`src/rtl/dcache_pkg.sv`:
```
// rtl/dcache_pkg.sv - shared states and defaults for the data-cache controller
package dcache_pkg;

    typedef enum logic [1:0] {
        IDLE      = 2'd0,
        REFILL    = 2'd1,
        WRITE_MEM = 2'd2,
        DONE      = 2'd3
    } state_t;

    localparam int DEFAULT_BLOCK_WORDS = 4;
    localparam int DEFAULT_CNT_W       = 32;

endpackage

```
`src/rtl/dcache_perf_counter.sv`:
```
// rtl/dcache_perf_counter.sv - saturating enable counter for cache statistics
module dcache_perf_counter #(
    parameter int W = 32
) (
    input  logic         clk,
    input  logic         rst,
    input  logic         en,
    output logic [W-1:0] count
);

    // Count enabled cycles, holding at all-ones instead of wrapping
    always_ff @(posedge clk or posedge rst) begin
        if (rst) begin
            count <= '0;
        end else if (en && (count != '1)) begin
            count <= count + W'(1);
        end
    end

endmodule

```
`src/rtl/dcache_controller.sv`:
```
// rtl/dcache_controller.sv - data-cache sequencing FSM (optional counters: CACHE_CTRL_PERF_EN)
module dcache_controller
    import dcache_pkg::*;
#(
    parameter int BLOCK_WORDS = DEFAULT_BLOCK_WORDS
`ifdef CACHE_CTRL_PERF_EN
    , parameter int CNT_W = DEFAULT_CNT_W
`endif
) (
    input  logic                           clk,
    input  logic                           rst,
    input  logic                           MemRead,
    input  logic                           MemWrite,
    input  logic                           hit,
    input  logic                           mem_ready,
    output logic                           stall,
    output logic                           cache_we,
    output logic                           refill_we,
    output logic [$clog2(BLOCK_WORDS)-1:0] refill_word,
    output logic                           mem_rd_req,
    output logic                           mem_wr_req
`ifdef CACHE_CTRL_PERF_EN
    , output logic [CNT_W-1:0]             perf_hits
    , output logic [CNT_W-1:0]             perf_misses
`endif
);

    localparam int WW = $clog2(BLOCK_WORDS);
    localparam logic [WW-1:0] LAST_WORD = WW'(BLOCK_WORDS - 1);

    state_t        state_q, state_d;
    logic [WW-1:0] word_q;

    // State register
    always_ff @(posedge clk or posedge rst) begin
        if (rst) begin
            state_q <= IDLE;
        end else begin
            state_q <= state_d;
        end
    end

    // Refill beat offset: advances per returned word, wraps to 0 after the last beat
    always_ff @(posedge clk or posedge rst) begin
        if (rst) begin
            word_q <= '0;
        end else if (state_q == REFILL && mem_ready) begin
            word_q <= word_q + WW'(1);
        end else if (state_q == IDLE) begin
            word_q <= '0;
        end
    end

    // Next state and outputs; a load wins over a store when both are decoded
    always_comb begin
        state_d    = state_q;
        stall      = 1'b0;
        cache_we   = 1'b0;
        refill_we  = 1'b0;
        mem_rd_req = 1'b0;
        mem_wr_req = 1'b0;
        case (state_q)
            IDLE: begin
                if (MemRead) begin
                    if (!hit) begin
                        state_d = REFILL;
                        stall   = 1'b1;
                    end
                end else if (MemWrite) begin
                    state_d  = WRITE_MEM;
                    stall    = 1'b1;
                    cache_we = hit;
                end
            end
            REFILL: begin
                stall      = 1'b1;
                mem_rd_req = 1'b1;
                refill_we  = mem_ready;
                if (mem_ready && word_q == LAST_WORD) begin
                    state_d = DONE;
                end
            end
            WRITE_MEM: begin
                stall      = 1'b1;
                mem_wr_req = 1'b1;
                if (mem_ready) begin
                    state_d = DONE;
                end
            end
            DONE: begin
                state_d = IDLE;
            end
            default: begin
                state_d = IDLE;
            end
        endcase
    end

    assign refill_word = word_q;

`ifdef CACHE_CTRL_PERF_EN
    logic hit_inc;
    logic miss_inc;

    assign hit_inc  = (state_q == IDLE) && MemRead && hit && !MemWrite;
    assign miss_inc = (state_q == IDLE) && MemRead && !hit;

    dcache_perf_counter #(.W(CNT_W)) u_hits (
        .clk   (clk),
        .rst   (rst),
        .en    (hit_inc),
        .count (perf_hits)
    );

    dcache_perf_counter #(.W(CNT_W)) u_misses (
        .clk   (clk),
        .rst   (rst),
        .en    (miss_inc),
        .count (perf_misses)
    );
`endif

endmodule

```
`config.mk`:
```
export PLATFORM = sky130hd
export DESIGN_NAME = dcache_controller
export DESIGN_NICKNAME = d
export VERILOG_FILES = /design/src/rtl/dcache_pkg.sv /design/src/rtl/dcache_perf_counter.sv /design/src/rtl/dcache_controller.sv
export SDC_FILE = /design/constraint.sdc
export NUM_CORES = 1
export LEC_CHECK = 0
export BUFFER_PORTS_ARGS = -buffer_cell sky130_fd_sc_hd__buf_2
export CORE_AREA = 2 2 39 41
export DETAILED_ROUTE_END_ITERATION = 6
export DIE_AREA = 0 0 41 43
export PLACE_DENSITY = 0.56
export SLEW_MARGIN = 0
export SYNTH_ARGS = -nofsm -noshare
export SYNTH_HDL_FRONTEND = slang
export SYNTH_SLANG_ARGS = --single-unit
export TNS_END_PERCENT = 50
```
`constraint.sdc`:
```
create_clock -name clk -period 1.55 [get_ports clk]
set_clock_uncertainty 0.15 [all_clocks]
set_input_delay 0.155 -clock clk [delete_from_list [all_inputs] [get_ports clk]]
set_output_delay 0.155 -clock clk [all_outputs]
set_load 0.05 [all_outputs]
```
Word level (Yosys, flattened, before mapping)
Index checks and enable logic that the tools add are counted.
- register bits: 4
- input port bits: 6
- output and inout port bits: 7
- word-level logic and storage cells: 35
- $add $sub $neg: 1
- eq/ne operators: 8
- multiplexer cells: 18
- reduce and logical (&&, ||, !) cells: 6
- operators by type and width (operator ; number):
    2-to-1 mux 2 bit ; 7
    2-to-1 mux 1 bit ; 9
    case mux 2 bit (4 select lines) ; 1
    equality test 2 bit, second input constant ; 3
    inequality test 3 bit, second input constant ; 2
    AND reduction 4 bit ; 1
    adder 2 x 1 -> 2 bit, second input constant ; 1
    equality test 2 x 1 -> 1 bit, second input constant ; 1
    logical AND 1 bit ; 2
    zero test 2 bit ; 1
    inequality test 2 x 1 -> 1 bit, second input constant ; 1
    inequality test 2 bit, second input constant ; 1
    case mux 1 bit (2 select lines) ; 1
    nonzero test 2 bit ; 1
    OR reduction 2 bit ; 1

Logic depth before layout (Yosys ltp)
Gate-level depths: netlist of run 1.
- depth in word-level cells: 4
- gate-level depth with buffers: 5

Worst setup path after synthesis of run 1
No wires, ideal clock.
- kind: register to output
- start: register state_q[1]
- end: output stall
- data arrival time: 1.610 ns
- slack: -0.365 ns
- cell stages (with the launch flop): 5
- cells stage by stage: dfrtp_1 > inv_1 > ha_1 > o21ai_0 > a21oi_1
- longest elaborated chain between the ends: 3
- elaborated cells on any way between the ends: 5
- RTL lines (element ; line ; source):
    start: declaration ; dcache_controller.sv:31 ; state_t state_q, state_d;
    start signal: assignment ; dcache_controller.sv:39 ; state_q <= state_d;
    equality test 2 x 1 -> 1 bit / equality test 2 bit (equally long branches) ; dcache_controller.sv:62 ; case (state_q)
    OR reduction 2 bit (no source line) ; n/a ;
    case mux 1 bit (2 select lines) * ; dcache_controller.sv:62 ;
    end: declaration ; dcache_controller.sv:16 ; output logic stall,
Mark *: on every way between the ends. The rest lies on a longest branch, timed or not.

Worst setup path in the final report of run 1
- start: register state_q[1]
- end: register state_q[0]
- longest elaborated chain between the ends: 3
- elaborated cells on any way between the ends: 10
- RTL lines (element ; line):
    equality test 2 x 1 -> 1 bit, or another cell as far along ; dcache_controller.sv:62
    inequality test 2 x 1 -> 1 bit (no source line), or another cell as far along ; n/a
    AND reduction 4 bit (no source line) ; n/a
Several ways; a longest one is shown, not always the timed one.
A chain may end at the register's enable or synchronous reset.

==> results of run 1 <==
[kinds of logic (layout without fill, tap and decap cells)]
| logic type | after synthesis | count (layout) | synth area share (%) |
|---|---|---|---|
| DFF | 4 | 4 | 29.52 |
| adders and majority gates | 6 | 6 | 22.14 |
| and+or+nand+nor | 10 | 10 | 18.08 |
| buffers and inverters | 6 | 31 | 6.642 |
| AOI/OAI and AO/OA | 11 | 11 | 23.61 |
[cell type report]
| class | instances | share of cell area, % |
|---|---|---|
| clock buffers | 4 | 4.357 |
| multi-input cells | 27 | 43.57 |
| repair buffers | 21 | 28.01 |
| inverters | 6 | 3.734 |
| flip-flops and latches | 4 | 17.01 |
| well taps | 16 | 3.320 |
[synthesized netlist by cell type]
cell                       number  area, um^2
sky130_fd_sc_hd__ha_1           6       75.07
sky130_fd_sc_hd__inv_1          6       22.52
sky130_fd_sc_hd__dfrtp_1        4       100.1
sky130_fd_sc_hd__nor2b_1        3       18.77
sky130_fd_sc_hd__o21ai_0        3       15.01
sky130_fd_sc_hd__a21boi_0       2       15.01
sky130_fd_sc_hd__a211o_1        1       8.760
sky130_fd_sc_hd__a211oi_1       1       7.510
sky130_fd_sc_hd__a21oi_1        1       5.000
sky130_fd_sc_hd__a31o_2         1       8.760
sky130_fd_sc_hd__and3_1         1       6.260
sky130_fd_sc_hd__and3_2         1       7.510
sky130_fd_sc_hd__nand2_1        1       3.750
sky130_fd_sc_hd__nand2b_1       1       6.260
sky130_fd_sc_hd__nand3_1        1       5.000
sky130_fd_sc_hd__nand3b_1       1       7.510
sky130_fd_sc_hd__o311a_1        1       10.01
sky130_fd_sc_hd__o32a_1         1       10.01
sky130_fd_sc_hd__or2_0          1       6.260
[sequential cells by signal (all words and copies together), names as in the netlist]
signal	flops
state_q	2
refill_word	2
[metrics by stage]
| step | hold WS, ps | utilization (%) |
|---|---|---|
| after detailed placement | -108.1 | 35.26 |
| final | 121.2 | 43.58 |
| after global routing | 139.6 | 43.58 |
| after CTS | 137.0 | 42.95 |
| after floorplan | -229.1 | - |
| after global placement | -111.0 | 35.26 |
[path summary, 6_finish.rpt]
check	from	endpoint	slack, ps	cells past startpoint
worst max register to register	state_q[1]	state_q[0]	-60	5
min in group asynchronous	rst	refill_word[0]	190	3
worst min register to register	refill_word[0]	refill_word[0]	360	1
max in group asynchronous	rst	refill_word[1]	900	3
worst max-delay path	state_q[1]	state_q[0]	-60	5
worst min-delay path	mem_ready	refill_word[0]	120	3
[metal layers]
| metal | up-vias | track usage [%] | wire [um] |
|---|---|---|---|
| met5 | - | 0 | 0 |
| met4 | 0 | 8.000 | 0 |
| met3 | 0 | 1.571 | 28 |
| met2 | 5 | 17.50 | 440 |
| met1 | 165 | 9.477 | 316 |
| li1 | 181 | - | - |
[worst max-delay path: cells and delay by family, from the launching register on]
kind | cells | cell delay (ps)
flip-flops | 1 | 380
AO/OA/AOI/OAI | 2 | 420
AND/OR/NAND/NOR | 1 | 220
adder cells (fa/ha/maj) | 1 | 210
buffers and inverters | 1 | 100
[repair_timing]
action / CTS / global route
resized for setup: 23 / 5
endpoints found under the setup margin: 6 / 6
hold endpoints to repair: 4 / 0
buffers inserted: 1 / 0
hold buffers: 1 / 0
pin swaps: 0 / 0
==> results.json, run 1 <==
{
  "status": "complete, but fails checks",
  "violations": "setup timing",
  "syn_inst": 37,
  "core_region_area_um2": 1384,
  "drtIter0Drc": 0,
  "instances_no_fill": 78,
  "detail_route.wirelength_um": 785,
  "start_util_pct": 24.50,
  "detail_route.drc_violations": 0,
  "avgSynthCellArea_um2": 9.164,
  "synthDistinctLibCells": 19,
  "finalNetCount": 75,
  "path_cells": "inv_2 -> ha_4 -> or2_1 -> a21boi_1 -> o32a_1",
  "clock_latency_ps": 230,
  "multi_input_area_um2": 262.8,
  "drt_first_pass_iters": 1,
  "syn-num-nets": 49,
  "worst-setup-path-type": "reg -> reg",
  "max_stage_delay_ps": 380,
  "worstSetupStartpointType": "register",
  "syn-cell-area_um2": 339.1,
  "synthesis.yosys.warnings": 0,
  "rsz_0062_raised_after_global_routing": "true",
  "grt_overflow_total": 0,
  "numCtsBuffers": 3,
  "cp-end-kind": "register",
  "detail-route-antenna-nets": 0,
  "routabilityCongestion": 0.6625,
  "holdCritPathClass": "in -> reg",
  "io_buffer_count": 12,
  "detailroute.via_count": 351,
  "layout.cells.most_common_list": "8 x sky130_fd_sc_hd__buf_4, 7 x sky130_fd_sc_hd__buf_2, 4 x sky130_fd_sc_hd__inv_2, 4 x sky130_fd_sc_hd__ha_2",
  "max_clock_freq_ghz": 0.6204,
  "rows": 14,
  "critical-path-slowest-cell": "sky130_fd_sc_hd__dfrtp_1",
  "routed_wire_length_per_instance_um": 10.06,
  "initial_antenna_violation_count": 0,
  "groute.usage.overall_pct": 10.09,
  "antenna_diode_count": 0,
  "post_route_cells_drive_above_1_share_pct": 64.52,
  "setup_tns_ps": -165.7,
  "cap_violations": 0,
  "die_height_um": 43,
  "final_common_cell": "sky130_fd_sc_hd__buf_4",
  "worstMarginPinSlew_ps": 321.6,
  "numPlacedInstances": 72,
  "fp.dieArea_um2": 1763,
  "grt_pass1_vias": 332,
  "cts_max_level": 1,
  "setup_viol": 5,
  "route.detailed.vias_per_inst": 4.500,
  "fin_crit_sh_pct": 104.0,
  "n_fill_cell": 141,
  "worstPathRequired_ps": 1510,
  "timing_max_transition_violations_final": 0,
  "clock_tree.root_cell": "sky130_fd_sc_hd__clkbuf_4",
  "postPlaceCellArea_um2": 488.0,
  "cts_tree": "yes",
  "clock_sinks": 4,
  "timing.final.crit_period_ps": 1612,
  "timing.critical_path.arrival_ps": 1570,
  "largest_net_degree_at_the_start_of_global_routing": 5,
  "dp_hpwl_um": 638.2,
  "sequential_cell_area_um2": 102.6,
  "yosys_register_bits": 4,
  "clk_pin_slew_ps": 40,
  "final_cell_area_um2": 603.1,
  "slew_headroom_pct": 78.51,
  "grt_pass1_wl_um": 1179,
  "synth-seq-area-share_pct": 29.52,
  "clock_path_buffers": 2,
  "report.final.hold_viol_count": 0,
  "pin_count": 13,
  "pre_cts_ws_ps": -101.2,
  "critical_path_peak_fanout": 3,
  "finalWorstSetupSlack_ps": -61.97,
  "area_growth_syn_to_layout_pct": 77.86,
  "die_w_um": 41
}
Power of run 1 is not shown: default switching activity piles up to over one toggle a cycle in this logic, so the estimate is an artifact.
==> run 2, diff against run 1 <==
GPL_TIMING_DRIVEN = 0   (was not set)
==> run 2 against run 1 <==
Via count fell by 2.0%. Sequential share of layout area rose by 1.4 points. Highest routed layer unchanged. Non-clock buffer count fell by 2. Design area fell by 6.2%. The run still ends with setup timing left. Fmax fell by 1.2%. First-iteration DRC count rose by 4.
==> results.json, run 2 (synthesis gave the netlist of run 1 again) <==
{
  "detailroute.via_count": 344,
  "clk_pin_slew_ps": 40,
  "groute.usage.overall_pct": 8.981,
  "pin_count": 13,
  "area_growth_syn_to_layout_pct": 66.79,
  "core_region_area_um2": 1384,
  "cts_max_level": 1,
  "cts_tree": "yes",
  "detail-route-antenna-nets": 0,
  "max_clock_freq_ghz": 0.6127,
  "worstPathRequired_ps": 1500,
  "worstMarginPinSlew_ps": 303.4,
  "route.detailed.vias_per_inst": 4.526,
  "holdCritPathClass": "in -> reg",
  "routabilityCongestion": 0.5748,
  "grt_overflow_total": 0,
  "critical_path.reg2reg.startpoint": "state_q[0]",
  "layout.cells.most_common_list": "7 x sky130_fd_sc_hd__buf_2, 7 x sky130_fd_sc_hd__buf_4, 4 x sky130_fd_sc_hd__inv_1, 4 x sky130_fd_sc_hd__clkbuf_4",
  "clock_latency_ps": 230,
  "rsz_0062_raised_after_global_routing": "true",
  "clock_tree.root_cell": "sky130_fd_sc_hd__clkbuf_4",
  "final_cell_area_um2": 565.5,
  "initial_antenna_violation_count": 0,
  "worstRegToRegCells": 5,
  "worst_hold_startpoint": "mem_ready",
  "post_route_cells_drive_above_1_share_pct": 58.33,
  "timing.critical_path.arrival_ps": 1580,
  "rows": 14,
  "die_height_um": 43,
  "antenna_diode_count": 0,
  "max_stage_delay_ps": 420,
  "fp.dieArea_um2": 1763,
  "fin_crit_sh_pct": 105.3,
  "setup_viol": 3,
  "grt_pass1_vias": 290,
  "slew_headroom_pct": 79.73,
  "cap_violations": 0,
  "io_buffer_count": 12,
  "detail_route.drc_violations": 0,
  "timing_max_transition_violations_final": 0,
  "start_util_pct": 24.50,
  "path_cells": "inv_2 -> ha_4 -> or2_4 -> a21boi_1 -> o32a_1",
  "worstSetupStartpointType": "register",
  "violations": "setup timing",
  "setup_tns_ps": -130.5,
  "timing.final.crit_period_ps": 1632,
  "cp-end-kind": "register",
  "worst-setup-path-type": "reg -> reg",
  "dp_hpwl_um": 499.6,
  "finalWorstSetupSlack_ps": -82.19,
  "hold_path_depth": 3,
  "die_w_um": 41,
  "drt_first_pass_iters": 3,
  "detail_route.wirelength_um": 743,
  "report.final.hold_viol_count": 0,
  "drtIter0Drc": 4,
  "status": "complete, but fails checks",
  "min_to": "refill_word[0]",
  "n_fill_cell": 144,
  "postPlaceCellArea_um2": 435.4,
  "worst_r2r_endpoint": "state_q[0]",
  "largest_net_degree_at_the_start_of_global_routing": 8,
  "clock_sinks": 4,
  "critical-path-slowest-cell": "sky130_fd_sc_hd__dfrtp_2",
  "r2r_setup_slack_ps": -80,
  "grt_pass1_wl_um": 1048,
  "finalNetCount": 73,
  "routed_wire_length_per_instance_um": 9.776,
  "critical_path_peak_fanout": 4,
  "clock_path_buffers": 2,
  "numCtsBuffers": 3
}
[run 2: cell count changes in the layout (fill, tap and decap cells not counted), sizes merged]
cell / delta
buf: -3
clkbuf: +1
[run 2: per-layer routing]
layer	wire [um]	up-vias	track usage, %
li1	-	177	-
met1	306	162	9.804
met2	410	5	13.75
met3	26	0	1.571
met4	0	0	8.000
met5	0	-	0
[run 2: repair_timing]
action                                 CTS  global route
hold buffers                             1             0
endpoints found under the hold margin    4             0
setup endpoints to repair                5             7
gates resized for setup                 16             4
buffers inserted                         4             2
[run 2: area by class of cell]
type	count	area (um^2)	area share, %
multi-input cells	27	254.0	44.91
inverters	6	22.52	3.982
clock buffers	4	26.28	4.646
flip-flops and latches	4	103.9	18.36
well taps	16	20.02	3.540
repair buffers	19	138.9	24.56
[run 2: worst max path at each step]
stage / slack (ps) / startpoint / cells after the start / to
2_1_floorplan: -50 / state_q[0] / 5 / state_q[0]
3_3_place_gp: -180 / state_q[0] / 5 / state_q[0]
3_5_place_dp: -190 / state_q[0] / 5 / state_q[0]
4_1_cts: -70 / state_q[0] / 5 / state_q[0]
5_1_grt: -130 / state_q[0] / 5 / state_q[0]
6_report: -80 / state_q[0] / 5 / state_q[0]
[run 2: critical path, delay by kind of cell, from the launching register on]
family	cells	cell delay, ps
AO/OA/AOI/OAI	2	420
buffers and inverters	1	90
flip-flops	1	420
adder cells (fa/ha/maj)	1	200
AND/OR/NAND/NOR	1	220
[run 2: metrics by stage]
stage	util (%)	hold slack, ps	setup WS [ps]	cells
after floorplan	-	-229.1	-52.68	37
after global placement	31.46	-116.3	-176.2	65
after detailed placement	31.46	-114.3	-186.9	65
after CTS	39.24	137.7	-72.98	74
after global routing	40.87	180.8	-130.2	76
final	40.87	150.2	-82.19	76
Power of run 2 is left out for the same reason.
